===== src/rtl/ks_adder_pipe.sv =====
// ks_adder_pipe -- pipelined Kogge-Stone parallel-prefix adder.
//
// This adder takes one operand pair per cycle on a valid/ready stream. It
// returns sum, carry-out, signed overflow and the tag that came in with the
// beat. The prefix tree is split into L = clog2(WIDTH) levels, and each
// level has its own register. The full latency is L + 2 cycles: one input
// register, L prefix registers, and one output register. The whole pipe
// stalls as a single unit whenever the output is held.
//
// Optional feature: define KS_SUB_EN to honour 'sub'. When 'sub' is set,
// the block computes A + ~B + 1 and ignores cin. Without the macro, 'sub'
// is ignored and no inversion logic is built.
//
// Ports:
//   clk, rst_n       clock (rising edge) and asynchronous active-low reset
//   in_valid/ready   input handshake; in_ready = out_ready | ~out_valid
//   a, b, cin        operands and carry-in
//   sub              subtract request (only with KS_SUB_EN)
//   tag_in           opaque sideband tag travelling with the beat
//   out_valid/ready  output handshake
//   sum, cout, ovf   result, MSB carry-out (no-borrow on subtract), overflow
//   tag_out          tag of the presented result
module ks_adder_pipe #(
    parameter int WIDTH = 16,
    parameter int TAG_W = 4
) (
    input  logic             clk,
    input  logic             rst_n,
    input  logic             in_valid,
    output logic             in_ready,
    input  logic [WIDTH-1:0] a,
    input  logic [WIDTH-1:0] b,
    input  logic             cin,
    input  logic             sub,
    input  logic [TAG_W-1:0] tag_in,
    output logic             out_valid,
    input  logic             out_ready,
    output logic [WIDTH-1:0] sum,
    output logic             cout,
    output logic             ovf,
    output logic [TAG_W-1:0] tag_out
);

    localparam int L = $clog2(WIDTH);

    // One prefix level: generate combine over distance 'span'.
    // Bits below span already hold their final group value.
    function automatic logic [WIDTH-1:0] level_g(input logic [WIDTH-1:0] g,
                                                 input logic [WIDTH-1:0] p,
                                                 input int               span);
        logic [WIDTH-1:0] r;
        r = g;
        for (int i = 0; i < WIDTH; i++) begin
            if (i >= span) r[i] = g[i] | (p[i] & g[i-span]);
        end
        return r;
    endfunction

    // One prefix level: propagate combine over distance 'span'.
    function automatic logic [WIDTH-1:0] level_p(input logic [WIDTH-1:0] p,
                                                 input int               span);
        logic [WIDTH-1:0] r;
        r = p;
        for (int i = 0; i < WIDTH; i++) begin
            if (i >= span) r[i] = p[i] & p[i-span];
        end
        return r;
    endfunction

    // Global stall: the pipe moves only when the output slot can be
    // emptied or is already empty. There is no path from in_valid.
    logic adv;
    assign adv      = out_ready | ~out_valid;
    assign in_ready = adv;

    logic [WIDTH-1:0] b_eff;
    logic             c0_in;
`ifdef KS_SUB_EN
    assign b_eff = sub ? ~b : b;
    assign c0_in = sub | cin;
`else
    logic sub_unused;
    assign sub_unused = sub;
    assign b_eff      = b;
    assign c0_in      = cin;
`endif

    // Carry-in is folded into bit 0's generate. It then acts as
    // generate bit -1, and every group term reaching bit 0 picks it up.
    logic [WIDTH-1:0] p_in;
    logic [WIDTH-1:0] g_in;
    always_comb begin
        p_in    = a ^ b_eff;
        g_in    = a & b_eff;
        g_in[0] = g_in[0] | (p_in[0] & c0_in);
    end

    // Index 0 is the input register (S0). Index k is the register after
    // prefix level k-1 (S1..SL).
    logic [WIDTH-1:0] g_st    [0:L];
    logic [WIDTH-1:0] p_st    [0:L];
    logic [WIDTH-1:0] psum_st [0:L];
    logic             c0_st   [0:L];
    logic [TAG_W-1:0] tag_st  [0:L];
    logic             vld_st  [0:L];

    // ---- S0 .. SL: datapath registers, no reset ----
    always_ff @(posedge clk) begin
        if (adv) begin
            g_st[0]    <= g_in;
            p_st[0]    <= p_in;
            psum_st[0] <= p_in;
            c0_st[0]   <= c0_in;
            tag_st[0]  <= tag_in;
            for (int k = 1; k <= L; k++) begin
                g_st[k]    <= level_g(g_st[k-1], p_st[k-1], 1 << (k-1));
                p_st[k]    <= level_p(p_st[k-1], 1 << (k-1));
                psum_st[k] <= psum_st[k-1];
                c0_st[k]   <= c0_st[k-1];
                tag_st[k]  <= tag_st[k-1];
            end
        end
    end

    // ---- valid chain and S(L+1) output register ----
    // The output data is reset so that an idle, freshly reset block
    // presents all-zero results.
    always_ff @(posedge clk or negedge rst_n) begin
        if (!rst_n) begin
            for (int k = 0; k <= L; k++) vld_st[k] <= 1'b0;
            out_valid <= 1'b0;
            sum       <= '0;
            cout      <= 1'b0;
            ovf       <= 1'b0;
            tag_out   <= '0;
        end else if (adv) begin
            vld_st[0] <= in_valid;
            for (int k = 1; k <= L; k++) vld_st[k] <= vld_st[k-1];
            out_valid <= vld_st[L];
            // carry into bit i is the group generate of bits i-1..0;
            // c0 is the carry into bit 0
            sum       <= psum_st[L] ^ {g_st[L][WIDTH-2:0], c0_st[L]};
            cout      <= g_st[L][WIDTH-1];
            ovf       <= g_st[L][WIDTH-1] ^ g_st[L][WIDTH-2];
            tag_out   <= tag_st[L];
        end
    end

endmodule


===== config.mk =====
export PLATFORM = sky130hd
export DESIGN_NAME = ks_adder_pipe
export DESIGN_NICKNAME = d
export VERILOG_FILES = /design/src/rtl/ks_adder_pipe.sv
export SDC_FILE = /design/constraint.sdc
export NUM_CORES = 1
export LEC_CHECK = 0
export BUFFER_PORTS_ARGS = -buffer_cell sky130_fd_sc_hd__buf_2
export CAP_MARGIN = 20
export CELL_PAD_IN_SITES_DETAIL_PLACEMENT = 0
export CELL_PAD_IN_SITES_GLOBAL_PLACEMENT = 1
export CORE_ASPECT_RATIO = 0.9
export CORE_MARGIN = 2
export CORE_UTILIZATION = 56
export CTS_BUF_LIST = sky130_fd_sc_hd__clkbuf_16
export DETAILED_ROUTE_END_ITERATION = 12
export PLACE_DENSITY = 0.89
export SLEW_MARGIN = 10
export SYNTH_ARGS = -nofsm -noshare
export SYNTH_HDL_FRONTEND = slang
export SYNTH_SLANG_ARGS = --single-unit

===== constraint.sdc =====
create_clock -name clk -period 4 [get_ports clk]
set_clock_uncertainty 0.05 [all_clocks]
set_input_delay 0.6 -clock clk [delete_from_list [all_inputs] [get_ports clk]]
set_output_delay 0.6 -clock clk [all_outputs]
set_load 0.005 [all_outputs]

# Yosys cells after proc, flatten, opt, wreduce, memory -nomap -nowiden
# Memories as Yosys holds them, arrays and structs flattened. A register that Yosys moved wholly into a read port is not among the register bits.
# Index checks and enable logic that the tools add are counted.
word_totals:
  reg_bits: 24
  ramBits: 265
  inputBits: 42
  output_inout_bits: 24
  elab_cells: 270
  memories: 5
op_classes:
  n_mux: 100
  n_bitwise: 155
  n_reduce_logical: 1
mem_list:
  columns: ["memory", "depth", "width", "rd", "rd_clocked_by_memory_dff", "wr", "line", "source"]
  rows:
  - ["g_st", 5, 16, 5, 0, 5, "100", "logic [WIDTH-1:0] g_st [0:L];"]
  - ["p_st", 5, 16, 4, 0, 5, "101", "logic [WIDTH-1:0] p_st [0:L];"]
  - ["psum_st", 5, 16, 5, 0, 5, "102", "logic [WIDTH-1:0] psum_st [0:L];"]
  - ["tag_st", 5, 4, 5, 1, 5, "104", "logic [TAG_W-1:0] tag_st [0:L];"]
  - ["c0_st", 5, 1, 5, 0, 5, "103", "logic c0_st [0:L];"]
op_table:
  columns: ["operator", "count"]
  rows:
  - ["$mux 1", 100]
  - ["$and 1x1->1", 99]
  - ["$or 1x1->1", 51]
  - ["$xor 16x16->16", 2]
  - ["$and 16x16->16", 1]
  - ["$logic_not 1->1", 1]
  - ["$not 1->1", 1]
  - ["$xor 1x1->1", 1]

# Longest topological paths before layout
# Gate-level depths: netlist of the first run.
logic_depth:
  ltp_word: 4
  depth_mapped: 4
  mapped_depth_nobuf: 2

# Least setup slack after synthesis of the first run
# OpenSTA, ideal clock, no wires.
synth_timing:
  path_kind: "input -> output"
  from: "input port out_ready"
  to: "output port in_ready"
  arrival_time_ps: 1975
  required_ps: 3350
  slack_ps: 1375
  path_stages: 3
  n_path_buf: 2
  path_cell_list: "nand2b_4 buf_6 buf_6"
synth_between:
  elab_chain_len: 1
synth_lines:
  columns: ["element", "line", "source"]
  rows:
  - ["start: declaration", "37", "input logic out_ready,"]
  - ["$or 1x1->1", "73", "assign adv = out_ready | ~out_valid;"]
  - ["end: declaration", "30", "output logic in_ready,"]
# No other way between the ends.

# Worst setup path after layout of the first run
layout_timing:
  from: "register out_valid"
  to: "output port in_ready"
layout_between:
  elab_chain_len: 2
layout_lines:
  columns: ["element", "line", "source"]
  rows:
  - ["start: declaration", "36", "output logic out_valid,"]
  - ["start signal: assignment", "139", "out_valid <= vld_st[L];"]
  - ["$not 1->1", "73", null]
  - ["$or 1x1->1", "73", null]
# No other way between the ends.

==> results of run 1 <==
## cells in the mapped netlist, drive strengths merged
cell / number / area [um^2]
edfxtp: 219 / 6580
a21o: 50 / 375
and2: 34 / 213
dfrtp: 28 / 701
mux2: 27 / 334
xor2: 17 / 149
ha: 16 / 200
buf: 3 / 27.5
nand2b: 2 / 20.0
## layout by cell type (no fill, tap or decap)
cell / n
mux2_2: 19
clkinv_1: 4
nand2b_4: 1
mux2_4: 8
nand2b_1: 1
ha_1: 16
a21o_1: 50
buf_12: 2
clkinv_2: 3
inv_6: 1
xor2_1: 17
clkbuf_16: 23
buf_4: 1
bufinv_16: 2
buf_2: 64
dfrtp_1: 28
edfxtp_1: 219
and2_1: 34
inv_1: 8
## through the flow
| step | instances | setup WS, ns | total power, mW | instance area, um^2 | hold slack, ns |
|---|---|---|---|---|---|
| CTS | 699 | 1.61 | 7.56 | 9890 | 0.0875 |
| global route | 699 | 1.54 | 7.83 | 9890 | 0.127 |
| detailed placement | 658 | 1.66 | 5.50 | 9180 | 0.355 |
| global placement | 658 | 1.70 | 5.40 | 9180 | 0.351 |
| finish | 699 | 1.66 | 7.48 | 9890 | 0.0766 |
| floorplan | 396 | 1.37 | 5.03 | 8600 | 0.254 |
## state kept, by name, summed over array words and instances, names as in the netlist, 4 cells and up
| name | cells |
|---|---|
| sum | 16 |
| tag_out | 4 |
| psum_st | 61 |
| c0_st | 5 |
| vld_st | 5 |
| tag_st | 20 |
| g_st | 80 |
| p_st | 53 |
## report_power, final
part           internal, mW  total, mW  switching, mW
clock network          1.17       2.01          0.844
logic                 0.518       1.01          0.491
registers              4.02       4.45          0.437
total                  5.70       7.48           1.77
## area by class of cell
cell class,count,area [um^2],share of cell area [%]
timing repair buffer,67,368,3.72
clock buffer,23,576,5.82
clock inverter,18,129,1.30
sequential,247,7280,73.6
multi-input combinational,146,1290,13.1
tap,198,248,2.51
## cells by family after synthesis
family / Yosys count / share of synthesized area [%]
AOI/OAI and AO/OA: 50 / 4.37
xor gates and xnor gates: 17 / 1.73
adders and majority gates: 16 / 2.33
buffers and inverters: 3 / 0.320
DFF: 247 / 84.7
muxes: 27 / 3.89
and+or+nand+nor: 36 / 2.71
## worst min path at each step
stage	startpoint	endpoint	slack (ns)	cells past startpoint
3_3_place_gp	p_st[0][0]$_DFFE_PP_	p_st[0][16]$_DFFE_PP_	0.35	0
4_1_cts	rst_n	sum[2]$_DFFE_PN0P_	0.09	1
2_1_floorplan	rst_n	cout$_DFFE_PN0P_	0.25	0
6_report	rst_n	sum[2]$_DFFE_PN0P_	0.08	1
5_1_grt	rst_n	sum[2]$_DFFE_PN0P_	0.13	1
3_5_place_dp	psum_st[0][21]$_DFFE_PP_	psum_st[0][37]$_DFFE_PP_	0.35	0
## critical path, cell delays in order, from the launching register on
cell and delay [ns]:
dfrtp_1 0.40, nand2b_4 0.53, buf_2 0.25
## per-layer routing
layer / vias up / track usage [%] / part of all wire [%]
met5: - / 0 / 0
met4: 0 / 4.74 / 2.8
met3: 32 / 3.25 / 5.4
met2: 100 / 23.5 / 48
met1: 1762 / 20.9 / 44
li1: 1708 / - / -
==> impl_metrics.tcl, run 1 <==
set metrics [dict create \
    status "complete, no violations" \
    leakage_nw 3.96 \
    endpoint "in_ready" \
    place_hpwl_um 6820 \
    r2r_setup_slack_ns 1.97 \
    wire_per_inst_um 16.6 \
    htreeDepth 1 \
    path_class "reg2out" \
    finalCoreUtilization_pct 66.5 \
    overflow 0 \
    fin_setup_tns_ns 0 \
    antenna_found_initial 0 \
    relSlewSlack_pct 53.7 \
    track_usage_pct 14.8 \
    hold_class "in2async" \
    coreArea_um2 14900 \
    postSynthCellCount 396 \
    ir_drop_uv 366 \
    fin_crit_sh_pct 58.6 \
    setup_viol 0 \
    grt_max_degree 137 \
    cp_data_arrival_time_ns 1.69 \
    period_needed_ns 2.34 \
    die_area_um2 16400 \
    drv_cap 0 \
    p_per_area_nw_per_um2 756 \
    area_growth_pct 15.0 \
    path_clk_slew_ns 0.06 \
    reg2reg_depth 2 \
    drcViolationCount 0 \
    io_pins 66 \
    ys_seq_area_share_pct 84.7 \
    die_w_um 135 \
    vias 3602 \
    cts.repair_timing.setup_buffer_count 0 \
    portBuffers 64 \
    n_fill_cell 932 \
    synth-seq-cells 247 \
    gp_congestion 0.753 \
    grt_pass1_wl_um 18800 \
    netlist_area_um2 8600 \
    cts_tree "yes" \
    hold_violations 0 \
    via_per_inst 5.15 \
    worstMarginPinSlew_ns 0.694 \
    start_kind "register" \
    cp-end-kind "output port" \
    clockBufferDepth 3 \
    drt-total-wl_um 11600 \
    finalMaxSlewViolations 0 \
    ant_nets 0 \
    syn_nets 454 \
    critPathRequiredTime_ns 3.35 \
    drt_iter0_markers 235 \
    cts_made_buffers 23 \
    timing.rr.end "g_st[0][4]$_DFFE_PP_" \
    cts.sinks 247 \
    fp.dieH_um 122 \
    fp-row-count 42 \
    cp_max_fo 48 \
    rsz0062_at_grt "false" \
    n_antenna_cell 0 \
    layout-drive-gt1-share_pct 24.8 \
    ctsHoldBuffers 0 \
    rr_startpoint "out_valid$_DFFE_PN0P_" \
    cts_root_buffer "clkbuf_16" \
    ys_warn_count 0 \
    fmax_mhz 427 \
    yosysUniqueCellTypes 12 \
    nets 543 \
    postSynthAreaPerCell_um2 21.7 \
    dr.pass1.iters 4 \
    cts_resized 0 \
    insertion_delay_ns 0.50 \
    start_util_pct 57.8 \
    startpoint "out_valid$_DFFE_PN0P_" \
    first_global_vias 3667 \
]
Power figures use the tool's default switching activity.
==> run 2: changes to the inputs <==
CORE_UTILIZATION = 47   (was 56)
PLACE_DENSITY = 0.8   (was 0.89)
clock period = 2.15 ns   (was 4 ns; I/O delays follow)
==> run 2 against run 1 <==
First-iteration DRC count decreased by 5.5%. Critical path type unchanged. Cell count increased by 8.2%. Design area increased by 2.7%. Sequential share of layout area decreased by 1.9 points.
==> impl_metrics.tcl, run 2 (same netlist as run 1, synthesis figures left out) <==
set metrics [dict create \
    drcViolationCount 0 \
    via_per_inst 4.70 \
    dr.pass1.iters 4 \
    io_pins 66 \
    vias 3550 \
    crit_buf_inv 2 \
    area_growth_pct 18.1 \
    place_hpwl_um 7510 \
    fp.dieH_um 132 \
    top_register "g_st" \
    die_area_um2 19400 \
    layout.cells.most_common "edfxtp_1" \
    cp_data_arrival_time_ns 1.61 \
    status "complete, no violations" \
    path_class "reg2out" \
    hold_class "in2reg" \
    start_util_pct 48.3 \
    drv_cap 0 \
    drt-total-wl_um 11300 \
    path_clk_slew_ns 0.06 \
    finalMaxSlewViolations 0 \
    worstMarginPinSlew_ns 0.640 \
    grt-busiest-layer "met2" \
    p_per_area_nw_per_um2 1390 \
    leakage_nw 4.06 \
    cts.sinks 247 \
    relSlewSlack_pct 57.3 \
    cp-end-kind "output port" \
    fin_setup_tns_ns 0 \
    layout-drive-gt1-share_pct 25.6 \
    ant_nets 0 \
    critPathRequiredTime_ns 1.78 \
    hold_violations 0 \
    n_antenna_cell 0 \
    worst_slack_ns 0.169 \
    hold-worst-slack_ns 0.0544 \
    p_total_mw 14.1 \
    coreArea_um2 17800 \
    first_global_vias 3702 \
    start_kind "register" \
    cts_root_buffer "clkbuf_16" \
    layout_common_cells "edfxtp_1 (219), buf_2 (64), a21o_1 (50), and2_1 (34), dfrtp_1 (28)" \
    setup_viol 0 \
    grtUsageMet1_pct 16.6 \
    cts_tree "yes" \
    track_usage_pct 12.0 \
    die_w_um 147 \
    worstPathCellList "nand2b_4, buf_12, buf_2" \
    critPathMaxStageDelay_ns 0.40 \
    reg_top3 "g_st: 80 flops, psum_st: 61 flops, p_st: 53 flops" \
    overflow 0 \
    htreeDepth 1 \
    gr-usage-met3_pct 2.11 \
    cpMaxStageDelayCell "dfrtp_1" \
    insertion_delay_ns 0.50 \
    fin_crit_sh_pct 92.1 \
    rsz0062_at_grt "false" \
    grt_max_degree 81 \
    cp_top_family "flip-flops" \
    cts_made_buffers 24 \
    cp_max_fo 25 \
    largest_register_ffs 80 \
    portBuffers 64 \
    place_area_um2 9330 \
    antenna_found_initial 0 \
    gp_congestion 0.776 \
    ir_drop_uv 771 \
    period_needed_ns 1.98 \
    fp-row-count 46 \
    grt_pass1_wl_um 18900 \
    fmax_mhz 505 \
    nets 557 \
    cts.repair_timing.setup_buffer_count 0 \
    use_met2_pct 19.5 \
    clockBufferDepth 3 \
    preCtsSetupSlack_ns 0.531 \
    drt_iter0_markers 222 \
    design_area_um2 10200 \
    wire_per_inst_um 14.9 \
]
[run 2: path summary, 6_finish.rpt]
kind	from	to	slack, ns	cells after the start
worst max register to register	out_valid$_DFFE_PN0P_	g_st[0][37]$_DFFE_PP_	0.58	2
worst min-delay path	b[3]	p_st[0][3]$_DFFE_PP_	0.05	2
worst min register to register	tag_st[0][3]$_DFFE_PP_	tag_st[1][3]$_DFFE_PP_	0.37	0
min in group asynchronous	rst_n	sum[1]$_DFFE_PN0P_	0.35	2
worst max-delay path	out_valid$_DFFE_PN0P_	in_ready	0.17	3
max in group asynchronous	rst_n	vld_st[4]$_DFFE_PN0P_	1.27	2
[run 2: routing by layer]
layer  wire [um]  part of all wire (%)
met1        5090                    45
met2        5450                    48
met3         489                   4.3
met4         270                   2.4
met5           0                     0
[run 2: layout make-up]
type / count / area (um^2)
Tap cell: 240 / 300
Sequential cell: 247 / 7280
Multi-Input combinational cell: 146 / 1290
Fill cell: 1314 / 7630
Timing Repair Buffer: 80 / 533
Clock buffer: 25 / 626
Clock inverter: 18 / 125
[run 2: metrics by stage]
step	util, %	std cells
after floorplan	-	396
after global placement	52.5	706
after detailed placement	52.5	706
after CTS	57.1	756
after global routing	57.1	756
final	57.1	756
[run 2: repair_timing]
action / CTS / global route
endpoints found under the hold margin: 34 / 0
resized for setup: 0 / 0
hold buffers: 7 / 0
[run 2: power breakdown]
part | leakage, nW | switching [mW] | internal (mW)
sequential | 2.54 | 0.765 | 7.46
clock | 0.393 | 1.58 | 2.32
combinational | 1.12 | 0.927 | 1.06
total | 4.06 | 3.27 | 10.8
[run 2: worst reg2reg max path: stages (launching register included)]
cell	delay, ns
dfrtp_1	0.40
nand2b_4	0.32
buf_12	0.41
